--- src/rtl/wb_arbiter_rr.sv ---
// wb_arbiter_rr: round-robin arbiter granting one of N_MASTERS Wishbone
// masters access to a shared slave port. The grant is locked for as long
// as the owner keeps CYC high. There is one dead cycle between tenures.
//
// Optional feature: define WB_ARBITER_TIMEOUT_EN to build a watchdog. The
// watchdog revokes a grant whose slave never completes a beat. It pulses
// tmo_err for one cycle and then parks in TMO until the stuck master drops
// CYC. Without the macro, grants are held indefinitely and tmo_err is 0.
module wb_arbiter_rr #(
  parameter  int N_MASTERS      = 4,
  parameter  int TIMEOUT_CYCLES = 256,
  localparam int MID_BITS       = $clog2(N_MASTERS)
) (
  input  logic                 clk,
  input  logic                 rst,
  input  logic [N_MASTERS-1:0] req,
  input  logic [N_MASTERS-1:0] cyc,
  input  logic                 done,
  output logic [N_MASTERS-1:0] gnt,
  output logic [MID_BITS-1:0]  gnt_id,
  output logic                 gnt_vld,
  output logic                 tmo_err
);

`ifdef WB_ARBITER_TIMEOUT_EN
  typedef enum logic [1:0] {S_IDLE, S_GRANT, S_TMO} state_e;
  localparam int CNT_W = $clog2(TIMEOUT_CYCLES + 1);
`else
  typedef enum logic {S_IDLE, S_GRANT} state_e;
`endif

  state_e                 state_q, state_d;
  logic [N_MASTERS-1:0]   gnt_q, gnt_d;
  logic [MID_BITS-1:0]    gnt_id_q, gnt_id_d;
  logic                   gnt_vld_q, gnt_vld_d;
  logic [MID_BITS-1:0]    ptr_q, ptr_d;
  logic                   sel_vld;
  logic [MID_BITS-1:0]    sel_idx;
  logic [MID_BITS-1:0]    sel_next;
  logic                   own_cyc;

`ifdef WB_ARBITER_TIMEOUT_EN
  logic [CNT_W-1:0]       cnt_q, cnt_d;
  logic                   tmo_err_q, tmo_err_d;
`else
  // done only matters to the watchdog; it is deliberately left unused here.
  logic                   unused_done;
  assign unused_done = done;
`endif

  // CYC of the current (or, in TMO, the most recent) owner. gnt_id keeps
  // its value after the grant is dropped, so it also tracks the stuck master.
  assign own_cyc = cyc[gnt_id_q];

  // Round-robin search: the first requester at or above ptr, wrapping at N.
  // The scan runs from the farthest candidate down to ptr, so the nearest
  // candidate overwrites the others and wins.
  always_comb begin : rr_search
    logic [MID_BITS:0] idx;
    // NOTE: every variable written here gets a default first. Otherwise a
    // path that skips the assignment would infer a latch.
    sel_vld = 1'b0;
    sel_idx = '0;
    idx     = '0;
    for (int k = N_MASTERS - 1; k >= 0; k--) begin
      idx = {1'b0, ptr_q} + (MID_BITS + 1)'(k);
      if (idx >= (MID_BITS + 1)'(N_MASTERS)) begin
        idx = idx - (MID_BITS + 1)'(N_MASTERS);
      end
      if (req[idx]) begin
        sel_vld = 1'b1;
        sel_idx = idx[MID_BITS-1:0];
      end
    end
  end

  // Pointer value after granting sel_idx: one past the winner, with wrap.
  assign sel_next = (sel_idx == MID_BITS'(N_MASTERS - 1)) ? '0 : sel_idx + 1'b1;

  // Next-state logic for the arbitration FSM and its registered outputs.
  always_comb begin
    state_d   = state_q;
    gnt_d     = gnt_q;
    gnt_id_d  = gnt_id_q;
    gnt_vld_d = gnt_vld_q;
    ptr_d     = ptr_q;
`ifdef WB_ARBITER_TIMEOUT_EN
    cnt_d     = cnt_q;
    tmo_err_d = 1'b0;
`endif
    case (state_q)
      S_IDLE: begin
        if (sel_vld) begin
          state_d   = S_GRANT;
          gnt_d     = {{(N_MASTERS-1){1'b0}}, 1'b1} << sel_idx;
          gnt_id_d  = sel_idx;
          gnt_vld_d = 1'b1;
          ptr_d     = sel_next;
`ifdef WB_ARBITER_TIMEOUT_EN
          cnt_d     = '0;
`endif
        end
      end
      S_GRANT: begin
        // The owner releasing CYC ends the tenure. This takes precedence
        // over a watchdog expiry in the same cycle: the master is leaving anyway.
        if (!own_cyc) begin
          state_d   = S_IDLE;
          gnt_d     = '0;
          gnt_vld_d = 1'b0;
        end
`ifdef WB_ARBITER_TIMEOUT_EN
        else if (!done && cnt_q == CNT_W'(TIMEOUT_CYCLES - 1)) begin
          state_d   = S_TMO;
          gnt_d     = '0;
          gnt_vld_d = 1'b0;
          tmo_err_d = 1'b1;
        end else if (done) begin
          cnt_d = '0;
        end else if (cnt_q != CNT_W'(TIMEOUT_CYCLES)) begin
          cnt_d = cnt_q + 1'b1;
        end
`endif
      end
`ifdef WB_ARBITER_TIMEOUT_EN
      S_TMO: begin
        // Nobody else is granted until the timed-out master gives up CYC.
        if (!own_cyc) state_d = S_IDLE;
      end
`endif
      default: state_d = S_IDLE;
    endcase
  end

  // State and output registers with synchronous reset.
  always_ff @(posedge clk) begin
    // NOTE: sequential state uses non-blocking assignments so that every
    // register samples the pre-edge values, whatever the statement order.
    if (rst) begin
      state_q   <= S_IDLE;
      gnt_q     <= '0;
      gnt_id_q  <= '0;
      gnt_vld_q <= 1'b0;
      ptr_q     <= '0;
`ifdef WB_ARBITER_TIMEOUT_EN
      cnt_q     <= '0;
      tmo_err_q <= 1'b0;
`endif
    end else begin
      state_q   <= state_d;
      gnt_q     <= gnt_d;
      gnt_id_q  <= gnt_id_d;
      gnt_vld_q <= gnt_vld_d;
      ptr_q     <= ptr_d;
`ifdef WB_ARBITER_TIMEOUT_EN
      cnt_q     <= cnt_d;
      tmo_err_q <= tmo_err_d;
`endif
    end
  end

  assign gnt     = gnt_q;
  assign gnt_id  = gnt_id_q;
  assign gnt_vld = gnt_vld_q;
`ifdef WB_ARBITER_TIMEOUT_EN
  assign tmo_err = tmo_err_q;
`else
  assign tmo_err = 1'b0;
`endif

endmodule
--- config.mk ---
export PLATFORM = sky130hd
export DESIGN_NAME = wb_arbiter_rr
export DESIGN_NICKNAME = d
export VERILOG_FILES = /design/src/rtl/wb_arbiter_rr.sv
export SDC_FILE = /design/constraint.sdc
export NUM_CORES = 1
export LEC_CHECK = 0
export BUFFER_PORTS_ARGS = -buffer_cell sky130_fd_sc_hd__buf_2
export CAP_MARGIN = 20
export CORE_AREA = 2 2 39 41
export DETAILED_ROUTE_END_ITERATION = 8
export DIE_AREA = 0 0 41 43
export GPL_ROUTABILITY_DRIVEN = 0
export GPL_TIMING_DRIVEN = 0
export PLACE_DENSITY = 0.79
export SLEW_MARGIN = 30
export SYNTH_ARGS = -nofsm -noshare
export SYNTH_HDL_FRONTEND = slang
export SYNTH_SLANG_ARGS = --single-unit
export TNS_END_PERCENT = 1
--- constraint.sdc ---
create_clock -name clk -period 2.2 [get_ports clk]
set_clock_uncertainty 0.2 [all_clocks]
set_input_delay 0.44 -clock clk [delete_from_list [all_inputs] [get_ports clk]]
set_output_delay 0.44 -clock clk [all_outputs]
set_load 0.02 [all_outputs]
==> flow_summary.yaml, run 1 <==
synth:
  yosysWarnings: 0
  synth_nets: 76
  synth.area.top_cells: "dfxtp_1, ha_1, a21oi_1"
  yosysSeqAreaShare_pct: 37.0
  netlist_instances: 61
  syn_avg_cell_area_um2: 8.88
  synth_top_area_share_pct: 37.0
  synth.cell_area_um2: 542
  yosysUniqueCellTypes: 25
  synth.ff_latch_count: 10
  synth_top_cell_by_area: "dfxtp_1"
cts:
  postCtsHoldBufs: 0
  cts_root_buf: "clkbuf_4"
  cts_max_level: 1
  clk_pin_slew_ns: 0.06
  cts_buffers: 3
  cts_tree: "done"
  cts_setup_buffers: 0
  clockBufferDepth: 2
  ctsResizeCount: 0
  clkLatencyLatePin_ns: 0.27
  numClockSinks: 10
critical_path:
  crit_type: "reg2reg"
  endpoint_kind: "register"
  slowest_delay_ns: 0.57
  worstPathArrival_ns: 2.03
  path_cells: "a21oi_1 -> o32ai_1 -> inv_1 -> ha_1 -> o41ai_1"
  cp_top_family: "compound AO/OA/AOI/OAI gates"
  cp_slowest_cell: "o32ai_1"
  start_kind: "register"
  crit_required_ns: 2.17
  worstPathMaxFanout: 5
  crit_buf_inv: 1
floorplanning:
  die_w_um: 41
  core_mm2: 0.00138
  fp.dieArea_mm2: 0.00176
  io_pins: 19
  die_height_um: 43
  start_util_pct: 39.2
  row_count: 14
routing:
  drc: 0
  routed_wl_um: 1000
  vias_per_cell: 5.03
  vias: 478
  ant_nets: 0
  wl_per_cell_um: 10.6
  drt-initial-drc-count: 10
  drt_pass1_iterations: 4
finish:
  design_area_um2: 659
  fin_cells: 95
  ff_latch_area_um2: 200
  num_antenna_cells: 0
  multiInputGateArea_um2: 304
  final.fill_count: 144
  drive_above_1_share_pct: 30.4
  nets: 96
  final_cell_mix: "buf_2, dfxtp_1, a21oi_1"
  areaGrowthSynthToFinish_pct: 21.7
  layout_commonest_cell: "buf_2"
timing:
  finalCritPeriodShare_pct: 93.7
  hold_violations: 0
  maxSlewViolCount: 0
  worst_pin_slew_ns: 0.624
  fmax_mhz: 485
  setup_viol: 0
  rsz0062_at_grt: "no"
  layout_min_cycle_time_ns: 2.06
  maxSlewHeadroom_pct: 58.3
power_and_ir_drop:
  pwr_density_cell_mw_per_mm2: 748
  p_leak_nw: 0.314
  total_power_w: 0.000493
  ir_drop_v: 0.000418
placement:
  dpl.hpwl_um: 795
  dpl_cell_area_um2: 637
  dp.cells: 92
  io_buffers: 15
grt:
  grt_pass1_vias: 415
  grt-ovfl-total: 0
  antenna_found_initial: 0
  track_usage_pct: 14.0
  grt_pass1_wl_um: 1660
  grt_max_degree: 11
min_path:
  hold_path_class: "in2reg"
job:
  maxCapViolCount: 0
status:
  status: "complete, no violations"
==> sequential cells by signal (all words and copies together), names as in the netlist <==
register / cells
gnt_vld: 1
gnt: 4
gnt_id: 2
state_q: 1
ptr_q: 2
==> report_power, final <==
| part | internal, W | switching (W) | total (W) | leakage (nW) |
|---|---|---|---|---|
| logic | 0.0000641 | 0.0000845 | 0.000149 | 0.218 |
| clock network | 0.0000631 | 0.0000598 | 0.000123 | 0.0138 |
| registers | 0.000205 | 0.0000172 | 0.000222 | 0.0826 |
| total | 0.000332 | 0.000162 | 0.000493 | 0.314 |
==> synthesized netlist by cell type (all sizes together) <==
master,count
o32ai,1
a211oi,1
a21oi,8
buf,3
nand2,5
inv,3
dfxtp,10
nor3,1
mux4,1
o31ai,1
nor2b,2
nor4,1
o21a,1
and3,1
nand3,6
nand2b,3
a31o,1
ha,4
o41ai,1
nor2,4
and2b,1
or2,1
conb,1
==> path summary, 6_finish.rpt <==
kind / start / end / slack [ns] / depth (start not counted)
worst max-delay path: ptr_q[1] / ptr_q[0] / 0.14 / 5
worst min-delay path: rst / gnt[3] / 0.20 / 2
worst max register to register: ptr_q[1] / ptr_q[0] / 0.14 / 5
worst min register to register: gnt[3] / gnt[3] / 0.26 / 2
==> worst register-to-register path: cells and delay by family, from the launching register on <==
family | cells | cell delay [ns]
AO/OA/AOI/OAI | 3 | 0.98
buffers and inverters | 1 | 0.15
flip-flops | 1 | 0.39
adder cells (fa/ha/maj) | 1 | 0.25
==> layout make-up <==
cell class / instances / area share, %
Tap cell: 16 / 3.04
Timing Repair Buffer: 15 / 11.4
Inverter: 3 / 1.71
Clock buffer: 3 / 3.42
Multi-Input combinational cell: 45 / 46.1
Sequential cell: 10 / 30.4
Buffer: 3 / 3.98
==> cells by family (layout without fill, tap and decap cells) <==
family          count (synthesis)  in the layout  synth area share [%]
compound gates                 14             14                  16.4
flops                          10             10                  37.0
fa+ha+maj                       4              4                  9.24
mux                             1              1                  4.16
other cells                     1              1                 0.692
buf+inv                         6             24                  6.93
simple gates                   25             25                  25.6
==> stage by stage <==
stage	TNS (ns)	hold WS (ns)	worst slack (ns)	util (%)
after floorplan	0	0.251	0.245	-
after global placement	-0.0847	0.252	-0.0847	46.0
after detailed placement	-0.165	0.256	-0.165	46.0
after CTS	0	0.204	0.102	47.6
after global routing	0	0.227	0.0229	47.6
final	0	0.203	0.138	47.6
==> layer usage <==
layer	wire length (µm)	GRT usage [%]	part of all wire, %
met5	0	0	0
met1	462	17.7	46
met2	447	20.0	45
met4	14	4.00	1.4
met3	79	7.85	7.9
(Power assumes the default switching activity.)
==> run 2, diff against run 1 <==
--- a/config.mk
+++ b/config.mk
@@ -12,6 +12,7 @@
 export DIE_AREA = 0 0 41 43
 export GPL_ROUTABILITY_DRIVEN = 0
 export GPL_TIMING_DRIVEN = 0
+export MAX_ROUTING_LAYER = met4
 export PLACE_DENSITY = 0.79
 export SLEW_MARGIN = 30
 export SYNTH_ARGS = -nofsm -noshare
==> flow_summary.yaml, run 2 (synthesized netlist as in run 1, its figures left out) <==
status:
  status: "complete, no violations"
routing:
  vias: 479
  drt_pass1_iterations: 4
  ant_nets: 0
  routed_wl_um: 1010
  vias_per_cell: 5.04
  drt-initial-drc-count: 10
  drc: 0
  wl_per_cell_um: 10.6
grt:
  grt-ovfl-total: 0
  track_usage_pct: 14.4
  grt_pass1_vias: 411
  grt_pass1_wl_um: 1660
  grt_max_degree: 11
  antenna_found_initial: 0
critical_path:
  cp_slowest_cell: "o32ai_1"
  worstPathMaxFanout: 5
  endpoint_kind: "register"
  r2r_start: "ptr_q[1]"
  worstPathArrival_ns: 2.03
  path_cells: "a21oi_1 -> o32ai_1 -> inv_1 -> ha_1 -> o41ai_1"
  start_kind: "register"
  slowest_delay_ns: 0.57
  critPathLaunch: "ptr_q[1]"
  crit_required_ns: 2.17
  crit_type: "reg2reg"
floorplanning:
  die_w_um: 41
  io_pins: 19
  core_mm2: 0.00138
  fp.dieArea_mm2: 0.00176
  die_height_um: 43
  start_util_pct: 39.2
  row_count: 14
cts:
  clkLatencyLatePin_ns: 0.27
  cts_setup_buffers: 0
  postCtsHoldBufs: 0
  ctsResizeCount: 0
  cts_tree: "done"
  cts_max_level: 1
  numClockSinks: 10
  cts_root_buf: "clkbuf_4"
  clk_pin_slew_ns: 0.06
  clockBufferDepth: 2
  cts_buffers: 3
placement:
  dpl.hpwl_um: 795
  dp.cells: 92
  io_buffers: 15
  dpl_cell_area_um2: 637
finish:
  fin_cells: 95
  num_antenna_cells: 0
  nets: 96
  final.fill_count: 144
  drive_above_1_share_pct: 30.4
  multiInputGateArea_um2: 304
  layout_commonest_cell: "buf_2"
  design_area_um2: 659
  largest_register_ffs: 4
  final_cell_mix: "buf_2, dfxtp_1, a21oi_1"
  areaGrowthSynthToFinish_pct: 21.7
  ff_latch_area_um2: 200
timing:
  maxSlewViolCount: 0
  hold_violations: 0
  fmax_mhz: 485
  worst_pin_slew_ns: 0.624
  maxSlewHeadroom_pct: 58.3
  setup_viol: 0
  hold_slack_ns: 0.203
  layout_min_cycle_time_ns: 2.06
  finalCritPeriodShare_pct: 93.7
  rsz0062_at_grt: "no"
power_and_ir_drop:
  p_leak_nw: 0.314
  pwr_density_cell_mw_per_mm2: 748
  ir_drop_v: 0.000418
min_path:
  hp-start: "rst"
  hold_path_class: "in2reg"
job:
  maxCapViolCount: 0
[run 2: cell counts in the layout (fill, tap and decap cells not counted)]
No cell type changed its count.
[run 2: critical path: cells and delay by family, from the launching register on]
kind / cells / cell delay [ns]
AOI/OAI and AO/OA: 3 / 0.98
buffers and inverters: 1 / 0.14
DFF: 1 / 0.39
adders and majority gates: 1 / 0.25
[run 2: report_power, final]
part | leakage, nW | internal (W) | switching, W | total (W)
sequential | 0.0826 | 0.000205 | 0.0000172 | 0.000222
combinational | 0.218 | 0.0000641 | 0.0000844 | 0.000149
clock | 0.0138 | 0.0000631 | 0.0000598 | 0.000123
[run 2: final timing paths]
| kind | end | slack, ns | depth (start not counted) |
|---|---|---|---|
| worst min-delay path | gnt[3] | 0.20 | 2 |
| worst min register to register | gnt[3] | 0.26 | 2 |
| worst max-delay path | ptr_q[0] | 0.14 | 5 |
| worst max register to register | ptr_q[0] | 0.14 | 5 |
[run 2: final cells by class]
type / count / share of cell area (%)
Tap cell: 16 / 3.04
Timing Repair Buffer: 15 / 11.4
Inverter: 3 / 1.71
Clock buffer: 3 / 3.42
Buffer: 3 / 3.98
Sequential cell: 10 / 30.4
Multi-Input combinational cell: 45 / 46.1
[run 2: metal layers]
metal / GRT usage [%] / wire length [µm]
met5: - / 0
met4: 4.00 / 14
met3: 7.85 / 79
met2: 20.0 / 450
met1: 17.7 / 466
[run 2: per-stage QoR]
| stage | setup TNS [ns] | setup slack, ns | util, % | total power (W) |
|---|---|---|---|---|
| 3_3_place_gp | -0.0847 | -0.0847 | 46.0 | 0.000371 |
| 5_1_grt | 0 | 0.0229 | 47.6 | 0.000524 |
| 6_report | 0 | 0.138 | 47.6 | 0.000493 |
| 2_1_floorplan | 0 | 0.245 | - | 0.000333 |
| 4_1_cts | 0 | 0.102 | 47.6 | 0.000499 |
| 3_5_place_dp | -0.165 | -0.165 | 46.0 | 0.000375 |
